==> src/rtl/accel_poll_seq.sv <==
// Accelerometer poll sequencer: configures the sensor over the byte SPI
// master, then reads X/Y/Z bursts and publishes signed 16-bit samples.
//
// Ports:
//   clk, reset (sync, active low), run     : clock, reset, polling enable
//   spi_done, spi_rdata                    : completion/read data from spi
//   spi_addr, spi_wdata, spi_read          : transaction fields to spi
//   spi_enable                             : one-cycle spi start pulse
//   accel_x/y/z, sample_valid              : published sample + strobe
//   init_done, busy                        : status
module accel_poll_seq #(
   parameter logic [7:0]  CTRL1_ADDR = 8'h20,
   parameter logic [7:0]  CTRL1_VAL  = 8'h57,
   parameter logic [7:0]  CTRL4_ADDR = 8'h23,
   parameter logic [7:0]  CTRL4_VAL  = 8'h08,
   parameter logic [7:0]  OUT_BASE   = 8'h28,
   parameter logic [15:0] GAP_CYCLES = 16'd1000
) (
   input  logic        clk,
   input  logic        reset,
   input  logic        run,
   input  logic        spi_done,
   input  logic [7:0]  spi_rdata,
   output logic [7:0]  spi_addr,
   output logic [7:0]  spi_wdata,
   output logic        spi_read,
   output logic        spi_enable,
   output logic [15:0] accel_x,
   output logic [15:0] accel_y,
   output logic [15:0] accel_z,
   output logic        sample_valid,
   output logic        init_done,
   output logic        busy
);

   typedef enum logic [2:0] {
      IDLE,
      CFG_ISSUE,
      CFG_WAIT,
      RD_ISSUE,
      RD_WAIT,
      PUBLISH,
      GAP
   } state_t;

   state_t      state_q, state_d;
   logic [2:0]  idx_q, idx_d;
   logic [47:0] shadow_q, shadow_d;
   logic [15:0] gap_q, gap_d;
   logic [7:0]  addr_q, addr_d;
   logic [7:0]  wdata_q, wdata_d;
   logic        read_q, read_d;
   logic        en_q, en_d;
   logic [15:0] ax_q, ax_d;
   logic [15:0] ay_q, ay_d;
   logic [15:0] az_q, az_d;
   logic        sv_q, sv_d;
   logic        init_q, init_d;
   logic        busy_q, busy_d;
   logic [7:0]  addr_sel;

   always_comb begin
      state_d  = state_q;
      idx_d    = idx_q;
      shadow_d = shadow_q;
      gap_d    = gap_q;
      addr_d   = addr_q;
      wdata_d  = wdata_q;
      read_d   = read_q;
      en_d     = 1'b0;
      ax_d     = ax_q;
      ay_d     = ay_q;
      az_d     = az_q;
      sv_d     = 1'b0;
      init_d   = init_q;
      addr_sel = 8'h00;

      unique case (state_q)
         IDLE: begin
            if (run) begin
               idx_d   = 3'd0;
               state_d = init_q ? RD_ISSUE : CFG_ISSUE;
            end
         end
         CFG_ISSUE: state_d = CFG_WAIT;
         CFG_WAIT: begin
            if (spi_done) begin
               if (idx_q == 3'd0) begin
                  idx_d   = 3'd1;
                  state_d = CFG_ISSUE;
               end else begin
                  idx_d   = 3'd0;
                  init_d  = 1'b1;
                  state_d = RD_ISSUE;
               end
            end
         end
         RD_ISSUE: state_d = RD_WAIT;
         RD_WAIT: begin
            if (spi_done) begin
               for (int b = 0; b < 6; b++) begin
                  if (idx_q == 3'(b)) shadow_d[b*8 +: 8] = spi_rdata;
               end
               if (idx_q < 3'd5) begin
                  idx_d   = idx_q + 3'd1;
                  state_d = RD_ISSUE;
               end else begin
                  state_d = PUBLISH;
               end
            end
         end
         PUBLISH: begin
            // Even slots are low bytes, odd slots high bytes.
            ax_d    = shadow_q[15:0];
            ay_d    = shadow_q[31:16];
            az_d    = shadow_q[47:32];
            sv_d    = 1'b1;
            gap_d   = GAP_CYCLES;
            state_d = run ? GAP : IDLE;
         end
         GAP: begin
            if (gap_q == 16'd0) begin
               idx_d   = 3'd0;
               state_d = run ? RD_ISSUE : IDLE;
            end else begin
               gap_d = gap_q - 16'd1;
            end
         end
         default: state_d = IDLE;
      endcase

      // Transaction fields are launched on entry to an ISSUE state and
      // then held through the matching WAIT state.
      if (state_d == CFG_ISSUE) begin
         en_d     = 1'b1;
         read_d   = 1'b0;
         addr_sel = (idx_d == 3'd0) ? CTRL1_ADDR : CTRL4_ADDR;
         addr_d   = addr_sel & 8'h7f;
         wdata_d  = (idx_d == 3'd0) ? CTRL1_VAL : CTRL4_VAL;
      end else if (state_d == RD_ISSUE) begin
         en_d     = 1'b1;
         read_d   = 1'b1;
         addr_sel = OUT_BASE + {5'd0, idx_d};
         addr_d   = addr_sel & 8'h7f;
         wdata_d  = 8'h00;
      end

      busy_d = (state_d != IDLE);
   end

   always_ff @(posedge clk) begin
      if (!reset) begin
         state_q  <= IDLE;
         idx_q    <= 3'd0;
         shadow_q <= 48'd0;
         gap_q    <= 16'd0;
         addr_q   <= 8'h00;
         wdata_q  <= 8'h00;
         read_q   <= 1'b0;
         en_q     <= 1'b0;
         ax_q     <= 16'd0;
         ay_q     <= 16'd0;
         az_q     <= 16'd0;
         sv_q     <= 1'b0;
         init_q   <= 1'b0;
         busy_q   <= 1'b0;
      end else begin
         state_q  <= state_d;
         idx_q    <= idx_d;
         shadow_q <= shadow_d;
         gap_q    <= gap_d;
         addr_q   <= addr_d;
         wdata_q  <= wdata_d;
         read_q   <= read_d;
         en_q     <= en_d;
         ax_q     <= ax_d;
         ay_q     <= ay_d;
         az_q     <= az_d;
         sv_q     <= sv_d;
         init_q   <= init_d;
         busy_q   <= busy_d;
      end
   end

   assign spi_addr     = addr_q;
   assign spi_wdata    = wdata_q;
   assign spi_read     = read_q;
   assign spi_enable   = en_q;
   assign accel_x      = ax_q;
   assign accel_y      = ay_q;
   assign accel_z      = az_q;
   assign sample_valid = sv_q;
   assign init_done    = init_q;
   assign busy         = busy_q;

endmodule

==> config.mk <==
export PLATFORM = sky130hd
export DESIGN_NAME = accel_poll_seq
export DESIGN_NICKNAME = d
export VERILOG_FILES = /design/src/rtl/accel_poll_seq.sv
export SDC_FILE = /design/constraint.sdc
export NUM_CORES = 1
export LEC_CHECK = 0
export ABC_AREA = 0
export CAP_MARGIN = 0
export CORE_MARGIN = 5
export CORE_UTILIZATION = 40
export CTS_CLUSTER_DIAMETER = 120
export DETAILED_ROUTE_END_ITERATION = 10
export GPL_TIMING_DRIVEN = 0
export PLACE_DENSITY = 0.7
export RECOVER_POWER = 50
export SLEW_MARGIN = 25
export SYNTH_ARGS = -nofsm -noshare
export SYNTH_HDL_FRONTEND = slang
export SYNTH_SLANG_ARGS = --single-unit
==> constraint.sdc <==
create_clock -name clk -period 2.23 [get_ports clk]
set_input_delay 0.446 -clock clk [delete_from_list [all_inputs] [get_ports clk]]
set_output_delay 0.446 -clock clk [all_outputs]
set_load 0.1 [all_outputs]
* After elaboration in Yosys (flattened, before gate mapping)
Cells that the tools add are included.
** Word-level totals
- Register bits after elaboration :: 138
- Latch bits :: 0
- RAM bits :: 0
- ROM bits :: 0
- Bits of input ports :: 12
- Output and inout bits :: 69
- Logic and storage cells :: 83
- Memories :: 0
** Cells by class
- $add $sub $neg :: 3
- Multipliers :: 0
- Divide/modulo/power cells :: 0
- Magnitude comparators :: 1
- Equal/unequal tests :: 14
- Shift-type cells :: 0
- Muxes and demuxes :: 28
- Bitwise gates (word level) :: 2
- Reduce and logical (&&, ||, !) cells :: 16
** Operators with widths (count)
- two-way mux 3 bit :: 11
- one-hot mux 16 bit (2 select lines) :: 1
- two-way mux 7 bit :: 3
- one-hot mux 3 bit (7 select lines) :: 1
- AND reduction 3 bit :: 7
- logical NOT 16 bit :: 1
- two-way mux 16 bit :: 1
- two-way mux 8 bit :: 2
- subtractor 16 x 1 -> 16 bit (second input constant) :: 1
- == test 3 x 2 -> 1 bit (second input constant) :: 5
- == test 3 bit (second input constant) :: 5
- one-hot mux 3 bit (4 select lines) :: 1
- == test 3 x 1 -> 1 bit (second input constant) :: 3
- logical NOT 3 bit :: 3
- two-way mux 2 bit :: 4
- adder 6 x 3 -> 7 bit (first input constant) :: 1
- two-way mux 1 bit :: 4
- nonzero test 2 bit :: 2
- adder 3 x 1 -> 3 bit (second input constant) :: 1
- < comparator 3 bit (second input constant) :: 1
- nonzero test 3 bit :: 1
- inequality test 2 bit (second input constant) :: 1
- NOT 1 bit :: 2
- AND reduction 2 bit :: 1
- OR reduction 2 bit :: 1

* Logic depth before layout (Yosys ltp)
- Depth in word-level cells :: 7
- Depth in mapped cells :: 9
- Mapped depth without buffers :: 8

* Worst setup path after synthesis
OpenSTA, ideal clock, no wires.
- Path type :: register to register
- Start point :: reg gap_q[8]
- End point :: reg wdata_q[3], in the netlist spi_wdata[3]
- Library setup time :: 0.123 ns
- Data arrival time :: 1.973 ns
- Data required time :: 2.107 ns
- Slack :: 0.134 ns
- Cell stages (with the launch flop) :: 8
- Path buffers :: 1
- Period minus slack after synthesis :: 2.096 ns
- Path through :: dfxtp_1 > or4_1 > buf_2 > and4b_2 > nor2_4 > o32ai_4 > and4_1 > o22ai_1
** On the way
- Longest elaborated chain between the ends :: 6
- Elaborated cells on any way between the ends :: 11
- Those cells by class :: 2 x eq/ne; 6 x mux; 3 x reduce/logical
** Ends and longest elaborated chain
- start: declaration :: line 49 : logic [15:0] gap_q, gap_d;
- start signal: assignment :: line 171 : gap_q <= gap_d;
- logical NOT 16 bit * :: line 122 : if (gap_q == 16'd0) begin
- two-way mux 3 bit :: line 122
- one-hot mux 3 bit (4 select lines) :: line 78 : unique case (state_q)
- logical NOT 3 bit :: line 139 : wdata_d = (idx_d == 3'd0) ? CTRL1_VAL : CTRL4_VAL;
- two-way mux 7 bit :: line 139
- two-way mux 8 bit :: line 134 : if (state_d == CFG_ISSUE) begin
- end signal: assignment :: line 173 : wdata_q <= wdata_d;
- end: declaration :: line 51 : logic [7:0] wdata_q, wdata_d;
Mark *: on every way between the ends. The rest lies on a longest branch, timed or not.
A chain may end at the register's enable or synchronous reset.

* Worst setup path after layout
- Start point :: reg gap_q[9]
- End point :: reg wdata_q[3], in the netlist spi_wdata[3]
Same word-level chain as after synthesis.

==> flow_summary.toml <==
[outcome]
violations = "negative setup slack"
status = "finished, violations left"

[floorplanning]
die_h_um = 124
pin_count = 81
core-area_um2 = 12700
die-area_um2 = 15400
rows = 41
die_w_um = 124
start_util = 0.410

[critical_path]
critPathRequiredTime_ns = 2.57
critical_path_class = "reg -> reg"
crit_path_start_kind = "register"
crit_fanout = 7
ff2ff_path_depth = 9
cp.arrival_ns = 2.65
cp-end-kind = "register"

[route]
drt.antenna.violating_nets = 0
top_layer_used = "met4"
met1Wirelength_um = 5990
wl_per_cell_um = 15.2
drt-pass1-iter-count = 5
met3_length_um = 820
totalWireLength_um = 13600
vias_per_cell = 5.02
vias = 4506
drtIter0Drc = 374
wl_met2_um = 6510
drc = 0

[cts]
clk_path_buf_depth = 2
cts.sinks = 130
clk_pin_slew_ns = 0.06
hold_buffers = 0
clk_latency_ns = 0.42
root_buffer = "clkbuf_16"
cts_tree = "built"
htreeDepth = 4
cts_buffers = 17

[synthesis]
ys_seq_elements = 130
synth_area_per_cell_um2 = 8.56
synth-main-ff-cell = "dfxtp_1"
async_reset_ff_frac = 0
ys.warnings.count = 0
seq_area_frac_synth = 0.501
synthCells = 606
synth_edf_count = 0
syn_area_um2 = 5190
synth.distinct_cells = 53

[timing]
rsz0062_at_grt = "yes"
fin_crit_sh = 1.03
max_clock_freq_mhz = 434
fin_hold_ws_ns = 0.452
fin_crit_ns = 2.30
slew_headroom = 0.328
worst_slew_pin_slew_ns = 1.01
clock_skew_ns = 0.00742
timing.final.max_slew_violations = 0
finalSetupViolations = 5
hold_viol = 0
fin_ws_ns = -0.0747

[cells_and_area]
fin_util = 0.540
final_cell_mix = "nand2_1 (127), dfxtp_1 (126), a21oi_1 (76)"
ff_latch_area_um2 = 2610
multiInputGateArea_um2 = 2410
layout_commonest_cell = "nand2_1"
nFillCells = 1152
n_antenna_cell = 0
syn_to_final_growth_pct = 31.9
drive_above_1_share = 0.123
finalNetCount = 730

[placement]
gp_congestion = 0.890
dp_hpwl_um = 9440
port_buffers = 74

[global_routing]
antenna_found_initial = 0
grt_pass1_vias = 4512
grt_max_degree = 17
overflow = 0
grt_usage = 0.183
grt_pass1_wl_um = 21800

[flow_run]
cap_violations = 0

[worst_hold_path]
hold_class = "reg -> reg"
hold_depth = 2

[power_and_ir_drop]
power_leakage_nw = 2.72
powerDensity_nw_per_um2 = 869
peakVddDrop_mv = 0.502
==> area by class of cell <==
class                      count  share of cell area
clock inverter                12              0.0194
sequential                   130               0.382
inverter                      12             0.00658
clock buffer                  20              0.0652
tap                          172              0.0314
timing repair buffer          87               0.113
multi-input combinational    423               0.353
buffer                        41              0.0298
==> cells by family after synthesis <==
logic type | count (synthesis) | synth area share
AND/OR/NAND/NOR | 253 | 0.219
buffers and inverters | 57 | 0.0494
other | 1 | 0.000723
AO/OA/AOI/OAI | 111 | 0.126
XOR/XNOR | 14 | 0.0236
flip-flops | 130 | 0.501
multiplexers | 34 | 0.0656
adder cells (fa/ha/maj) | 6 | 0.0145
==> through the flow <==
| stage | setup slack, ns | TNS, ns | area [um2] | cells | total power, mW |
|---|---|---|---|---|---|
| 2_1_floorplan | 0.134 | 0 | 5200 | 610 | 3.04 |
| 3_3_place_gp | -0.143 | -3.48 | 6160 | 856 | 3.22 |
| 3_5_place_dp | -0.243 | -7.39 | 6160 | 856 | 3.23 |
| 4_1_cts | 0.00277 | 0 | 6730 | 891 | 5.93 |
| 5_1_grt | -0.124 | -1.00 | 6850 | 897 | 6.14 |
| 6_report | -0.0747 | -0.218 | 6850 | 897 | 5.95 |
==> power breakdown <==
| group | total (mW) | internal (mW) | switching (mW) |
|---|---|---|---|
| sequential | 2.39 | 2.36 | 0.0286 |
| combinational | 0.843 | 0.228 | 0.615 |
| clock | 2.72 | 1.68 | 1.04 |
==> state kept, by name (all words and copies together) (netlist names) <==
signal        count
accel_x          16
accel_y          16
accel_z          16
busy              1
gap_q            16
idx_q             3
init_done         1
sample_valid      1
shadow_q         48
spi_addr          5
spi_enable        1
spi_read          1
spi_wdata         2
state_q           3
==> synthesized netlist by cell type (all sizes together) (10+ instances only) <==
cell	instances	area [um2]
nor2	55	214
clkbuf	32	120
a21oi	77	385
xor2	10	87.6
inv	12	45.0
mux2i	34	340
o21ai	11	55.1
nor3	14	101
nand3	25	125
nand2	129	484
dfxtp	130	2600
buf	13	91.3
==> worst paths after layout <==
kind | end | startpoint | slack (ns)
max | spi_wdata[3] | gap_q[9] | -0.07
min | accel_y[0] | accel_y[0] | 0.45
max reg2reg | spi_wdata[3] | gap_q[9] | -0.07
min reg2reg | accel_y[0] | accel_y[0] | 0.45
==> worst max-delay path: stages, from the launching register on <==
cell and delay [ns]:
dfxtp_4 0.35, or4_4 0.50, buf_6 0.14, and4b_2 0.37, nor2_4 0.09, buf_6 0.13
nor3_4 0.20, buf_6 0.16, nand3_2 0.11, o22ai_2 0.18
==> routing by layer <==
layer / vias to the layer above / global-route usage
met1: 2103 / 0.230
met2: 142 / 0.291
li1: 2236 / -
met3: 25 / 0.0563
met4: 0 / 0.0801
met5: - / 0
==> what timing repair did <==
action / 4_1_cts / 5_1_grt
setup buffers: 6 / 7
gates resized for setup: 81 / 29
setup endpoints to repair: 139 / 72
pin swaps: 5 / 9
Power figures use the tool's default switching activity.
